`src/rtl/lfsr_bank_if.sv`:
```
// lfsr_bank_if: seed-load and output-stream handshake bundle for lfsr_bank.
// master = producer of seeds / consumer of LFSR words; slave = lfsr_bank.
interface lfsr_bank_if #(
    parameter int WIDTH = 32,
    parameter int CW    = 2
);
    logic             seed_valid;
    logic             seed_ready;
    logic [CW-1:0]    seed_ch;
    logic [WIDTH-1:0] seed_data;
    logic             out_valid;
    logic             out_ready;
    logic [CW-1:0]    out_ch;
    logic [WIDTH-1:0] out_data;

    modport master (
        output seed_valid, seed_ch, seed_data, out_ready,
        input  seed_ready, out_valid, out_ch, out_data
    );

    modport slave (
        input  seed_valid, seed_ch, seed_data, out_ready,
        output seed_ready, out_valid, out_ch, out_data
    );
endinterface

```
`src/rtl/lfsr_bank.sv`:
```
// lfsr_bank: CHANNELS independent Fibonacci-style LFSRs, seedable, read round-robin.
// Optional macro LFSR_BANK_ZERO_GUARD_EN replaces zero seeds with the channel reset value.
module lfsr_bank #(
    parameter int               WIDTH        = 32,
    parameter int               CHANNELS     = 4,
    parameter logic [WIDTH-1:0] TAPS         = WIDTH'(32'h8020_0003),
    parameter logic [WIDTH-1:0] DEFAULT_SEED = WIDTH'(32'h0000_0001)
) (
    input  logic       clk,
    input  logic       rst,
    input  logic       run_all,
    lfsr_bank_if.slave bus,
    output logic       zero_fix
);
    localparam int CW = (CHANNELS > 1) ? $clog2(CHANNELS) : 1;

    typedef enum logic {ST_RESET, ST_RUN} state_t;

    state_t           r_st;
    state_t           w_st_nxt;
    logic [WIDTH-1:0] r_state [CHANNELS];
    logic [WIDTH-1:0] w_nxt   [CHANNELS];
    logic [CW-1:0]    r_out_ch;
    logic [CW-1:0]    w_out_ch_nxt;
    logic             r_zero_fix;
    logic             w_zf_nxt;
    logic             w_live;
    logic             w_hs;
    logic             w_seed_hit;
    logic [WIDTH-1:0] w_out_data;
`ifdef LFSR_BANK_ZERO_GUARD_EN
    logic             w_zero_seed;
`endif

    function automatic logic [WIDTH-1:0] rst_val(input int unsigned c);
        logic [2*WIDTH-1:0] w_dbl;
        w_dbl = {DEFAULT_SEED, DEFAULT_SEED} << c;
        return w_dbl[2*WIDTH-1 -: WIDTH];
    endfunction

    function automatic logic [WIDTH-1:0] step(input logic [WIDTH-1:0] s);
        return {^(s & TAPS), s[WIDTH-1:1]};
    endfunction

    always_comb begin
        w_st_nxt     = ST_RUN;
        w_live       = (r_st == ST_RUN);
        w_hs         = w_live & bus.out_ready;
        // Channel indices at or beyond CHANNELS are accepted but never match a channel.
        w_seed_hit   = w_live & bus.seed_valid &
                       ({1'b0, bus.seed_ch} < (CW+1)'(CHANNELS));
        w_out_ch_nxt = r_out_ch;
        w_out_data   = '0;
`ifdef LFSR_BANK_ZERO_GUARD_EN
        w_zero_seed  = (bus.seed_data == '0);
        w_zf_nxt     = w_seed_hit & w_zero_seed;
`else
        w_zf_nxt     = 1'b0;
`endif
        for (int unsigned c = 0; c < CHANNELS; c++) begin
            w_nxt[c] = r_state[c];
            if (run_all || (w_hs && r_out_ch == CW'(c)))
                w_nxt[c] = step(r_state[c]);
            // A seed load overrides a same-cycle step on that channel.
            if (w_seed_hit && bus.seed_ch == CW'(c)) begin
`ifdef LFSR_BANK_ZERO_GUARD_EN
                w_nxt[c] = w_zero_seed ? rst_val(c) : bus.seed_data;
`else
                w_nxt[c] = bus.seed_data;
`endif
            end
            if (r_out_ch == CW'(c))
                w_out_data = r_state[c];
        end
        if (w_hs)
            w_out_ch_nxt = (r_out_ch == CW'(CHANNELS - 1)) ? '0 : r_out_ch + 1'b1;
    end

    always_ff @(posedge clk) begin
        if (!rst) begin
            r_st       <= ST_RESET;
            r_out_ch   <= '0;
            r_zero_fix <= 1'b0;
            for (int unsigned c = 0; c < CHANNELS; c++)
                r_state[c] <= rst_val(c);
        end else begin
            r_st       <= w_st_nxt;
            r_out_ch   <= w_out_ch_nxt;
            r_zero_fix <= w_zf_nxt;
            for (int unsigned c = 0; c < CHANNELS; c++)
                r_state[c] <= w_nxt[c];
        end
    end

    assign bus.seed_ready = w_live;
    assign bus.out_valid  = w_live;
    assign bus.out_ch     = r_out_ch;
    assign bus.out_data   = w_out_data;
    assign zero_fix       = r_zero_fix;
endmodule

```
`src/flat_wrapper.sv`:
```
// flat-port wrapper written by rule: the top's interface ports become plain ports
module lfsr_bank_flat 
#(
    parameter int               WIDTH        = 32,
    parameter int               CHANNELS     = 4,
    parameter logic [WIDTH-1:0] TAPS         = WIDTH'(32'h8020_0003),
    parameter logic [WIDTH-1:0] DEFAULT_SEED = WIDTH'(32'h0000_0001)
)
  (clk, rst, run_all, zero_fix, bus_seed_valid, bus_seed_ch, bus_seed_data, bus_out_ready, bus_seed_ready, bus_out_valid, bus_out_ch, bus_out_data);
  lfsr_bank_if #(.WIDTH(WIDTH), .CW(2)) bus_i ();
  input  logic clk;
  input  logic rst;
  input  logic run_all;
  output logic zero_fix;
  input wire logic [$bits(bus_i.seed_valid)-1:0] bus_seed_valid;
  input wire logic [$bits(bus_i.seed_ch)-1:0] bus_seed_ch;
  input wire logic [$bits(bus_i.seed_data)-1:0] bus_seed_data;
  input wire logic [$bits(bus_i.out_ready)-1:0] bus_out_ready;
  output wire logic [$bits(bus_i.seed_ready)-1:0] bus_seed_ready;
  output wire logic [$bits(bus_i.out_valid)-1:0] bus_out_valid;
  output wire logic [$bits(bus_i.out_ch)-1:0] bus_out_ch;
  output wire logic [$bits(bus_i.out_data)-1:0] bus_out_data;
  assign bus_i.seed_valid = bus_seed_valid;
  assign bus_i.seed_ch = bus_seed_ch;
  assign bus_i.seed_data = bus_seed_data;
  assign bus_i.out_ready = bus_out_ready;
  assign bus_seed_ready = bus_i.seed_ready;
  assign bus_out_valid = bus_i.out_valid;
  assign bus_out_ch = bus_i.out_ch;
  assign bus_out_data = bus_i.out_data;
  lfsr_bank #(.WIDTH(WIDTH), .CHANNELS(CHANNELS), .TAPS(TAPS), .DEFAULT_SEED(DEFAULT_SEED)) u_core (.clk(clk), .rst(rst), .run_all(run_all), .bus(bus_i), .zero_fix(zero_fix));
endmodule
```
`config.mk`:
```
export PLATFORM = sky130hd
export DESIGN_NAME = lfsr_bank_flat
export DESIGN_NICKNAME = d
export VERILOG_FILES = /design/src/rtl/lfsr_bank_if.sv /design/src/rtl/lfsr_bank.sv /design/src/flat_wrapper.sv
export SDC_FILE = /design/constraint.sdc
export NUM_CORES = 1
export LEC_CHECK = 0
export ABC_AREA = 1
export BUFFER_PORTS_ARGS = -buffer_cell sky130_fd_sc_hd__buf_4
export CAP_MARGIN = 10
export CORE_MARGIN = 2
export CORE_UTILIZATION = 64
export DETAILED_ROUTE_END_ITERATION = 6
export PLACE_DENSITY = 0.85
export SLEW_MARGIN = 20
export SYNTH_ARGS = -nofsm -noshare
export SYNTH_HDL_FRONTEND = slang
export SYNTH_SLANG_ARGS = --single-unit
export TNS_END_PERCENT = 30
```
`constraint.sdc`:
```
create_clock -name clk -period 4.2 [get_ports clk]
set_input_delay 0.84 -clock clk [delete_from_list [all_inputs] [get_ports clk]]
set_output_delay 0.84 -clock clk [all_outputs]
set_load 0.01 [all_outputs]
```
==> results.md, run 1 <==
* DR vias at 8305
* Yosys top cell area share at 0.348
* Relative slew slack at 0.445
* DRT antenna net count at 0
* HPWL after DPL at 15300 um
* Max_cap viols at 0
* Clock tree buffer depth at 2
* Area Growth Syn to Fin at 12.8%
* Top Ports at 76
* Cell count after placement at 1383
* Hold buffers post-CTS at 0
* Largest net degree at the start of global routing at 55
* Synth Instances at 1235
* Global-route wire length before repair at 38900 um
* Reg power frac at 0.413
* Syn. warnings at 0
* Status: completed
* R2R Setup Slk at 1.31 ns
* 1st-iter DRT viols at 1147
* Post-Synthesis Net Count at 1278
* Primary FF master, synth: dfxtp_1
* Hold Crit Class: register to register
* Placement Setup Slack at 0.960 ns
* Synthesized cell area at 7540 sq um
* Count leader, synth: nand2_1
* Diode count at 0
* Seq/Total Area, Yosys at 0.348
* CP Data Arrival Time at 2.93 ns
* Max H-tree Level at 4
* Share of post-route cells with drive strength above 1 at 0.112
* RSZ-0062 raised after global routing: false
* Number of remaining DRC errors at 0
* Sum Neg Setup Slack at 0 ns
* Via/cell ratio at 5.87
* Sw Pwr at 0.909 mW
* Final WS setup at 0.435 ns
* Final clock period utilization by the worst path at 0.897
* Crit Path Max Fanout at 34
* Pins Over Slew Limit at 0
* Non-filler cells, final at 1415
* Initial Util at 0.658
* Max incr delay on CP at 0.61 ns
* Synth Area per Inst at 6.11 sq um
* Most frequent cells after synthesis: nand2_1, a21oi_1, dfxtp_1
* Worst-Margin Slew at 0.831 ns
* Cell taking the most area after synthesis: dfxtp_1
* Worst clock skew at 0.00846 ns
* Largest cells by area after synthesis: dfxtp_1, nand2_1, a21oi_1
* GPL Wtd Cong at 0.931
* Critical Path Slowest Stage Cell: inv_1
* Internal power at 2.29 mW
* Vias in the first global route at 7531
* CTS tree: yes
* Core area at 11500 sq um
* CTS root buf: clkbuf_16
* Worst hold slack at 0.463 ns
* CP Class: register to output pin
* Post-layout nets at 1302
* Final core area utilization at 0.742
* Achievable frequency at 266 MHz
* Power Dens Cells at 375 nW/um^2
* Total track usage at 0.387
* Die Wd at 113 um
* Min Tclk post-route at 3.77 ns
* DR pass1 iterations at 6
* Die area at 12700 sq um
* Final Hold Violating Endpoints at 0
* Post-DR wirelength/cell at 17.1 um
* CTS buffer count at 17
* PnR Total Power at 3.19 mW
* Row cnt at 39
* Combinational share of power at 0.155
* Leak Pwr at 3.54 nW
* Remaining Overflow, GRT at 0
* WL final at 24200 um
* Ys async rst share at 0
* Critical path cell sequence: inv_1, ha_1, inv_1, buf_4, nand3_1, o21ai_0, nand2_1, a22oi_1, buf_4
* Clk sinks at 131
* Die height at 113 um
* Placed instance area at 7960 sq um
* EDFF count, synth at 0
* Worst VDD drop at 0.339 mV
* Register bit total from synthesis at 131
* Switching part of the total power at 0.285
* PostCTS Resize Cnt at 0
* Worst-Skew Late Latency at 0.43 ns
* Clock Power Share at 0.433
* Yosys cell types at 29
* Finish-stage setup viols at 0
* Worst endpoint required time at 3.36 ns
* Port bufs at 74
* Initial antenna violation count at 0
* Worst Setup End Kind: output pin
* # Post-CTS Setup Buffers at 0
* Post-route design area at 8510 sq um
* Critical path startpoint category: register
* Clock transition at path regs at 0.05 ns
[layout by cell type, fill, tap and decap left out, drive strengths merged]
cell	synthesis	final
nand2	417	417
a21oi	154	154
dfxtp	131	131
inv	129	128
nor2	127	127
o21ai	109	109
buf	43	89
clkbuf	41	28
nand3	26	26
a22oi	23	23
o211ai	15	15
clkinv	1	6
o22ai	5	5
a31oi	4	4
nand4	4	4
ha	4	4
a211oi	1	1
conb	1	1
[logic make-up (layout without fill, tap and decap cells)]
family,count (synthesis),count (layout),share of synthesized area
adder cells (fa/ha/maj),4,4,0.00664
AO/OA/AOI/OAI,311,311,0.226
other,1,1,0.000497
buffers and inverters,214,251,0.122
AND/OR/NAND/NOR,574,574,0.297
flip-flops,131,131,0.348
[area by class of cell]
type                       count  area, sq um
inverter                     130          493
sequential                   131         2620
multi-input combinational    890         4000
tap                          143          179
clock buffer                  28          527
fill                         959         2960
timing repair buffer          89          668
clock inverter                 4         20.0
[final timing paths]
path / to / cells past startpoint / start
setup / recovery: bus_out_data[17] / 9 / u_core.bus.out_ch[1]$_SDFFE_PN0P_
hold / removal: u_core.r_state[0][88]$_SDFFE_PN0P_ / 2 / u_core.r_state[0][88]$_SDFFE_PN0P_
setup reg to reg: u_core.r_state[0][24]$_SDFFE_PN0P_ / 9 / u_core.bus.out_ch[0]$_SDFFE_PN0P_
hold reg to reg: u_core.r_state[0][88]$_SDFFE_PN0P_ / 2 / u_core.r_state[0][88]$_SDFFE_PN0P_
[per-layer routing]
metal / share of wire / GRT usage / vias up
met5: 0 / 0 / -
met4: 0.026 / 0.139 / 0
met3: 0.15 / 0.108 / 68
met2: 0.40 / 0.545 / 577
met1: 0.42 / 0.567 / 3688
li1: - / - / 3972
[power by group through the flow]
stage / sequential, mW / clock (mW) / combinational [mW]
after global placement: 1.34 / 0 / 0.470
after CTS: 1.32 / 1.38 / 0.479
final: 1.32 / 1.38 / 0.494
after detailed placement: 1.34 / 0 / 0.475
after global routing: 1.32 / 1.42 / 0.534
after floorplan: 1.33 / 0 / 0.304
[state kept, by name, summed over array words and instances, names as in the netlist]
| register | count |
|---|---|
| u_core.r_state | 128 |
| u_core.bus.out_ch | 2 |
| u_core.bus.out_valid | 1 |
[worst max-delay path, delay by kind of cell (launching register included)]
kind	cells	cell delay (ns)
buf+inv	4	1.30
simple gates	2	0.19
compound gates	2	0.28
flops	1	0.38
fa+ha+maj	1	0.32
(Power assumes the default switching activity.)
==> run 2, diff against run 1 <==
--- a/config.mk
+++ b/config.mk
@@ -8,8 +8,10 @@
 export ABC_AREA = 1
 export BUFFER_PORTS_ARGS = -buffer_cell sky130_fd_sc_hd__buf_4
 export CAP_MARGIN = 10
+export CELL_PAD_IN_SITES_DETAIL_PLACEMENT = 0
+export CELL_PAD_IN_SITES_GLOBAL_PLACEMENT = 1
 export CORE_MARGIN = 2
-export CORE_UTILIZATION = 64
+export CORE_UTILIZATION = 45
 export DETAILED_ROUTE_END_ITERATION = 6
 export PLACE_DENSITY = 0.85
 export SLEW_MARGIN = 20
==> results.md, run 2 (same netlist as run 1, synthesis figures left out) <==
* Status: completed
* Most frequent cells in the layout: nand2_1, a21oi_1, dfxtp_1
* Hold Crit Class: register to register
* Worst VDD drop at 0.288 mV
* Achievable frequency at 289 MHz
* Worst clock skew at 0.00718 ns
* CTS buffer count at 17
* Most flop-heavy register: u_core.r_state
* GPL Wtd Cong at 0.866
* Initial Util at 0.458
* Final Hold Violating Endpoints at 0
* Pins Over Slew Limit at 0
* Clk sinks at 131
* Die Wd at 133 um
* R2R Setup Slk at 1.45 ns
* Finish-stage setup viols at 0
* Die area at 17800 sq um
* Total track usage at 0.295
* CP Data Arrival Time at 2.62 ns
* Sum Neg Setup Slack at 0 ns
* Worst-Skew Late Latency at 0.42 ns
* Power Dens Cells at 387 nW/um^2
* CTS tree: yes
* Max H-tree Level at 4
* PnR Total Power at 3.36 mW
* Area Growth Syn to Fin at 15.1%
* Largest register FFs at 128
* Critical path cell sequence: inv_1, ha_1, inv_1, buf_4, nand3_1, o21ai_0, nand2_1, a21oi_1, buf_4
* Most common cell after layout, fill and taps aside: nand2_1
* Share of post-route cells with drive strength above 1 at 0.114
* Min Tclk post-route at 3.46 ns
* Vias in the first global route at 7106
* Via/cell ratio at 5.31
* Hold buffers post-CTS at 0
* Largest net degree at the start of global routing at 87
* Placement Setup Slack at 1.24 ns
* Post-layout nets at 1302
* Worst endpoint required time at 3.36 ns
* Worst Setup End Kind: output pin
* Non-filler cells, final at 1492
* Final clock period utilization by the worst path at 0.824
* Post-DR wirelength/cell at 17.3 um
* Clock tree buffer depth at 2
* Cell count after placement at 1460
* Leak Pwr at 3.56 nW
* CTS root buf: clkbuf_16
* Row cnt at 47
* # Post-CTS Setup Buffers at 0
* Global-route wire length before repair at 40600 um
* Relative slew slack at 0.361
* Core area at 16500 sq um
* DR pass1 iterations at 5
* Final core area utilization at 0.527
* Crit Path Max Fanout at 33
* WL final at 25900 um
* Max_cap viols at 0
* CP Class: register to output pin
* Die height at 133 um
* Critical Path Slowest Stage Cell: dfxtp_1
* Remaining Overflow, GRT at 0
* RSZ-0062 raised after global routing: false
* Max incr delay on CP at 0.40 ns
* DR vias at 7916
* Clock transition at path regs at 0.06 ns
* 1st-iter DRT viols at 961
* Diode count at 0
* Top Ports at 76
* Worst-Margin Slew at 0.959 ns
* Number of remaining DRC errors at 0
* DRT antenna net count at 0
* Initial antenna violation count at 0
* Final WS setup at 0.738 ns
* Critical path startpoint category: register
* Port bufs at 74
* HPWL after DPL at 16800 um
* PostCTS Resize Cnt at 0
## run 2: changes by cell type in the layout (fill, tap and decap cells not counted), sizes merged
| cell | delta |
|---|---|
| bufinv | +3 |
| clkbuf | -5 |
| clkinv | -2 |
| clkinvlp | +3 |
| inv | +1 |
## run 2: layout make-up
type,instances,area [sq um]
clock buffers,23,478
clock inverters,9,128
fillers,1745,7790
inverters,130,494
multi-input cells,890,4000
flip-flops and latches,131,2620
well taps,220,275
repair buffers,89,681
## run 2: where the power goes
part	internal, mW	switching, mW	leakage (nW)	total, mW
clock network	0.978	0.568	0.289	1.55
logic	0.162	0.340	2.20	0.503
registers	1.28	0.0346	1.06	1.31
total	2.42	0.943	3.56	3.36
## run 2: critical path: cells and delay by family (launching register included)
family	cells	cell delay [ns]
flip-flops	1	0.40
adder cells (fa/ha/maj)	1	0.35
AND/OR/NAND/NOR	2	0.19
buffers and inverters	4	0.88
AO/OA/AOI/OAI	2	0.38
## run 2: final timing paths
kind	startpoint	depth (start not counted)	to
min reg2reg	u_core.r_state[0][104]$_SDFFE_PN0P_	2	u_core.r_state[0][104]$_SDFFE_PN0P_
max	u_core.bus.out_ch[1]$_SDFFE_PN0P_	9	bus_out_data[4]
max reg2reg	u_core.bus.out_ch[0]$_SDFFE_PN0P_	9	u_core.r_state[0][17]$_SDFFE_PN0P_
min	u_core.r_state[0][104]$_SDFFE_PN0P_	2	u_core.r_state[0][104]$_SDFFE_PN0P_
## run 2: stage by stage
| step | hold WS [ns] | instance area (sq um) |
|---|---|---|
| after floorplan | 0.445 | 7540 |
| after global placement | 0.452 | 8070 |
| after detailed placement | 0.455 | 8070 |
| after CTS | 0.465 | 8680 |
| after global routing | 0.476 | 8680 |
| final | 0.464 | 8680 |
## run 2: layer usage
metal,vias to the layer above,GRT usage,share of wire
met5,-,0,0
met4,0,0.0887,0.017
met3,32,0.0575,0.086
met2,307,0.412,0.40
met1,3601,0.455,0.50
li1,3976,-,-
==> run 3, diff against run 2 <==
--- a/config.mk
+++ b/config.mk
@@ -11,9 +11,9 @@
 export CELL_PAD_IN_SITES_DETAIL_PLACEMENT = 0
 export CELL_PAD_IN_SITES_GLOBAL_PLACEMENT = 1
 export CORE_MARGIN = 2
-export CORE_UTILIZATION = 45
+export CORE_UTILIZATION = 37
 export DETAILED_ROUTE_END_ITERATION = 6
-export PLACE_DENSITY = 0.85
+export PLACE_DENSITY = 0.75
 export SLEW_MARGIN = 20
 export SYNTH_ARGS = -nofsm -noshare
 export SYNTH_HDL_FRONTEND = slang
==> constraint.sdc (replaced) <==
create_clock -name clk -period 2.9 [get_ports clk]
set_input_delay 0.58 -clock clk [delete_from_list [all_inputs] [get_ports clk]]
set_output_delay 0.58 -clock clk [all_outputs]
set_load 0.01 [all_outputs]
==> results.md, run 3 (same netlist as run 1, synthesis figures left out) <==
* Core area at 20100 sq um
* Final Hold Violating Endpoints at 0
* Critical path's top delay family: buffers and inverters
* Leak Pwr at 3.62 nW
* Area taken by multi-input logic gates at 4010 sq um
* 1st-iter DRT viols at 874
* Post-layout nets at 1312
* Total track usage at 0.255
* Worst setup startpoint: u_core.bus.out_ch[1]$_SDFFE_PN0P_
* Pins Over Slew Limit at 0
* CP Class: register to output pin
* PnR Total Power at 4.96 mW
* CTS tree: yes
* Crit Path Max Fanout at 29
* Area Growth Syn to Fin at 17.7%
* Critical path cell sequence: inv_1, ha_2, inv_2, buf_12, nand3_1, o21ai_0, nand2_1, a21oi_2, buf_4
* Die area at 21500 sq um
* Via/cell ratio at 5.22
* DRT antenna net count at 0
* Worst hold start: rst
* Min Tclk post-route at 2.73 ns
* Clock tree buffer depth at 2
* Placed instance area at 8230 sq um
* Worst VDD drop at 0.346 mV
* Max H-tree Level at 4
* Count of buffer and inverter cells on the critical path at 4
* Vias in the first global route at 7303
* WL final at 27600 um
* Most frequent cells in the layout: nand2_1, a21oi_1, dfxtp_1
* Share of post-route cells with drive strength above 1 at 0.123
* Relative slew slack at 0.468
* Finish-stage setup viols at 0
* Clock transition at path regs at 0.06 ns
* Placement Setup Slack at 0.432 ns
* Status: completed
* DR vias at 8102
* GPL Wtd Cong at 0.846
* Worst endpoint required time at 2.32 ns
* Worst Setup End Kind: output pin
* Worst-Margin Slew at 0.796 ns
* Number of remaining DRC errors at 0
* Max_cap viols at 0
* Post-DR wirelength/cell at 17.8 um
* Row cnt at 52
* Initial antenna violation count at 0
* Final clock period utilization by the worst path at 0.941
* Worst hold slack at 0.342 ns
* Worst-Skew Late Latency at 0.43 ns
* Port bufs at 74
* RR Startpoint: u_core.bus.out_ch[1]$_SDFFE_PN0P_
* CTS buffer count at 17
* CP Data Arrival Time at 2.15 ns
* Die height at 147 um
* Clk sinks at 131
* Final WS setup at 0.172 ns
* # Post-CTS Setup Buffers at 0
* Top Ports at 76
* Diode count at 0
* Largest register FFs at 128
* Reg area at 2620 sq um
* Most flop-heavy register: u_core.r_state
* Achievable frequency at 367 MHz
* Most common cell after layout, fill and taps aside: nand2_1
* RSZ-0062 raised after global routing: false
* Largest net degree at the start of global routing at 65
* Initial Util at 0.375
* Critical path startpoint category: register
* Worst clock skew at 0.00972 ns
* Post-route design area at 8880 sq um
* HPWL after DPL at 17900 um
* Critical Path Slowest Stage Cell: dfxtp_1
* DR pass1 iterations at 5
* Fillers at 2167
* CTS root buf: clkbuf_16
* Die Wd at 147 um
* Global-route wire length before repair at 42700 um
* Sum Neg Setup Slack at 0 ns
* Remaining Overflow, GRT at 0
* Hold Crit Class: input port to register
* Power Dens Cells at 559 nW/um^2
* Max incr delay on CP at 0.38 ns
-- run 3: changes by cell type in the layout (fill, tap and decap cells not counted), moves of 2 or more --
cell	previous run	this run
clkinv_4	0	4
buf_4	88	95
clkbuf_8	3	0
buf_12	1	3
clkinv_2	4	2
-- run 3: final cells by class --
class	instances	share of cell area
clock buffers	20	0.0492
clock inverters	12	0.0206
inverters	130	0.0557
multi-input cells	890	0.451
flip-flops and latches	131	0.295
well taps	270	0.0381
repair buffers	99	0.0899
-- run 3: final timing paths --
| kind | endpoint | slack, ns | cells past startpoint |
|---|---|---|---|
| max | bus_out_data[4] | 0.17 | 9 |
| min | u_core.bus.out_valid$_DFF_P_ | 0.34 | 1 |
| max reg2reg | u_core.r_state[0][106]$_SDFFE_PN0P_ | 0.50 | 8 |
| min reg2reg | u_core.r_state[0][111]$_SDFFE_PN0P_ | 0.46 | 2 |
-- run 3: timing repair --
action                     4_1_cts  5_1_grt
hold buffers                     0        0
setup endpoints to repair        1       14
gates resized for setup          1        2
gates cloned                     0        1
-- run 3: worst register-to-register path, stage by stage (launching register included) --
cell	delay, ns
dfxtp_1	0.38
ha_2	0.42
buf_12	0.27
nand3_1	0.10
nand2_1	0.19
nor2_2	0.07
inv_2	0.58
nand2_1	0.18
a21oi_1	0.15
-- run 3: metrics by stage --
step,util,instances
after floorplan,-,1235
after global placement,0.409,1519
after detailed placement,0.409,1519
after CTS,0.440,1551
after global routing,0.442,1552
final,0.442,1552
-- run 3: report_power, final --
part           switching [mW]  internal, mW
Combinational           0.502         0.253
Clock                   0.859          1.44
Sequential             0.0567          1.85
Total                    1.42          3.55
-- run 3: routing by layer --
| layer | global-route usage | routed length (um) | vias to the layer above |
|---|---|---|---|
| li1 | - | - | 3987 |
| met1 | 0.387 | 13600 | 3719 |
| met2 | 0.363 | 11100 | 364 |
| met3 | 0.0519 | 2470 | 32 |
| met4 | 0.0699 | 454 | 0 |
| met5 | 0 | 0 | - |
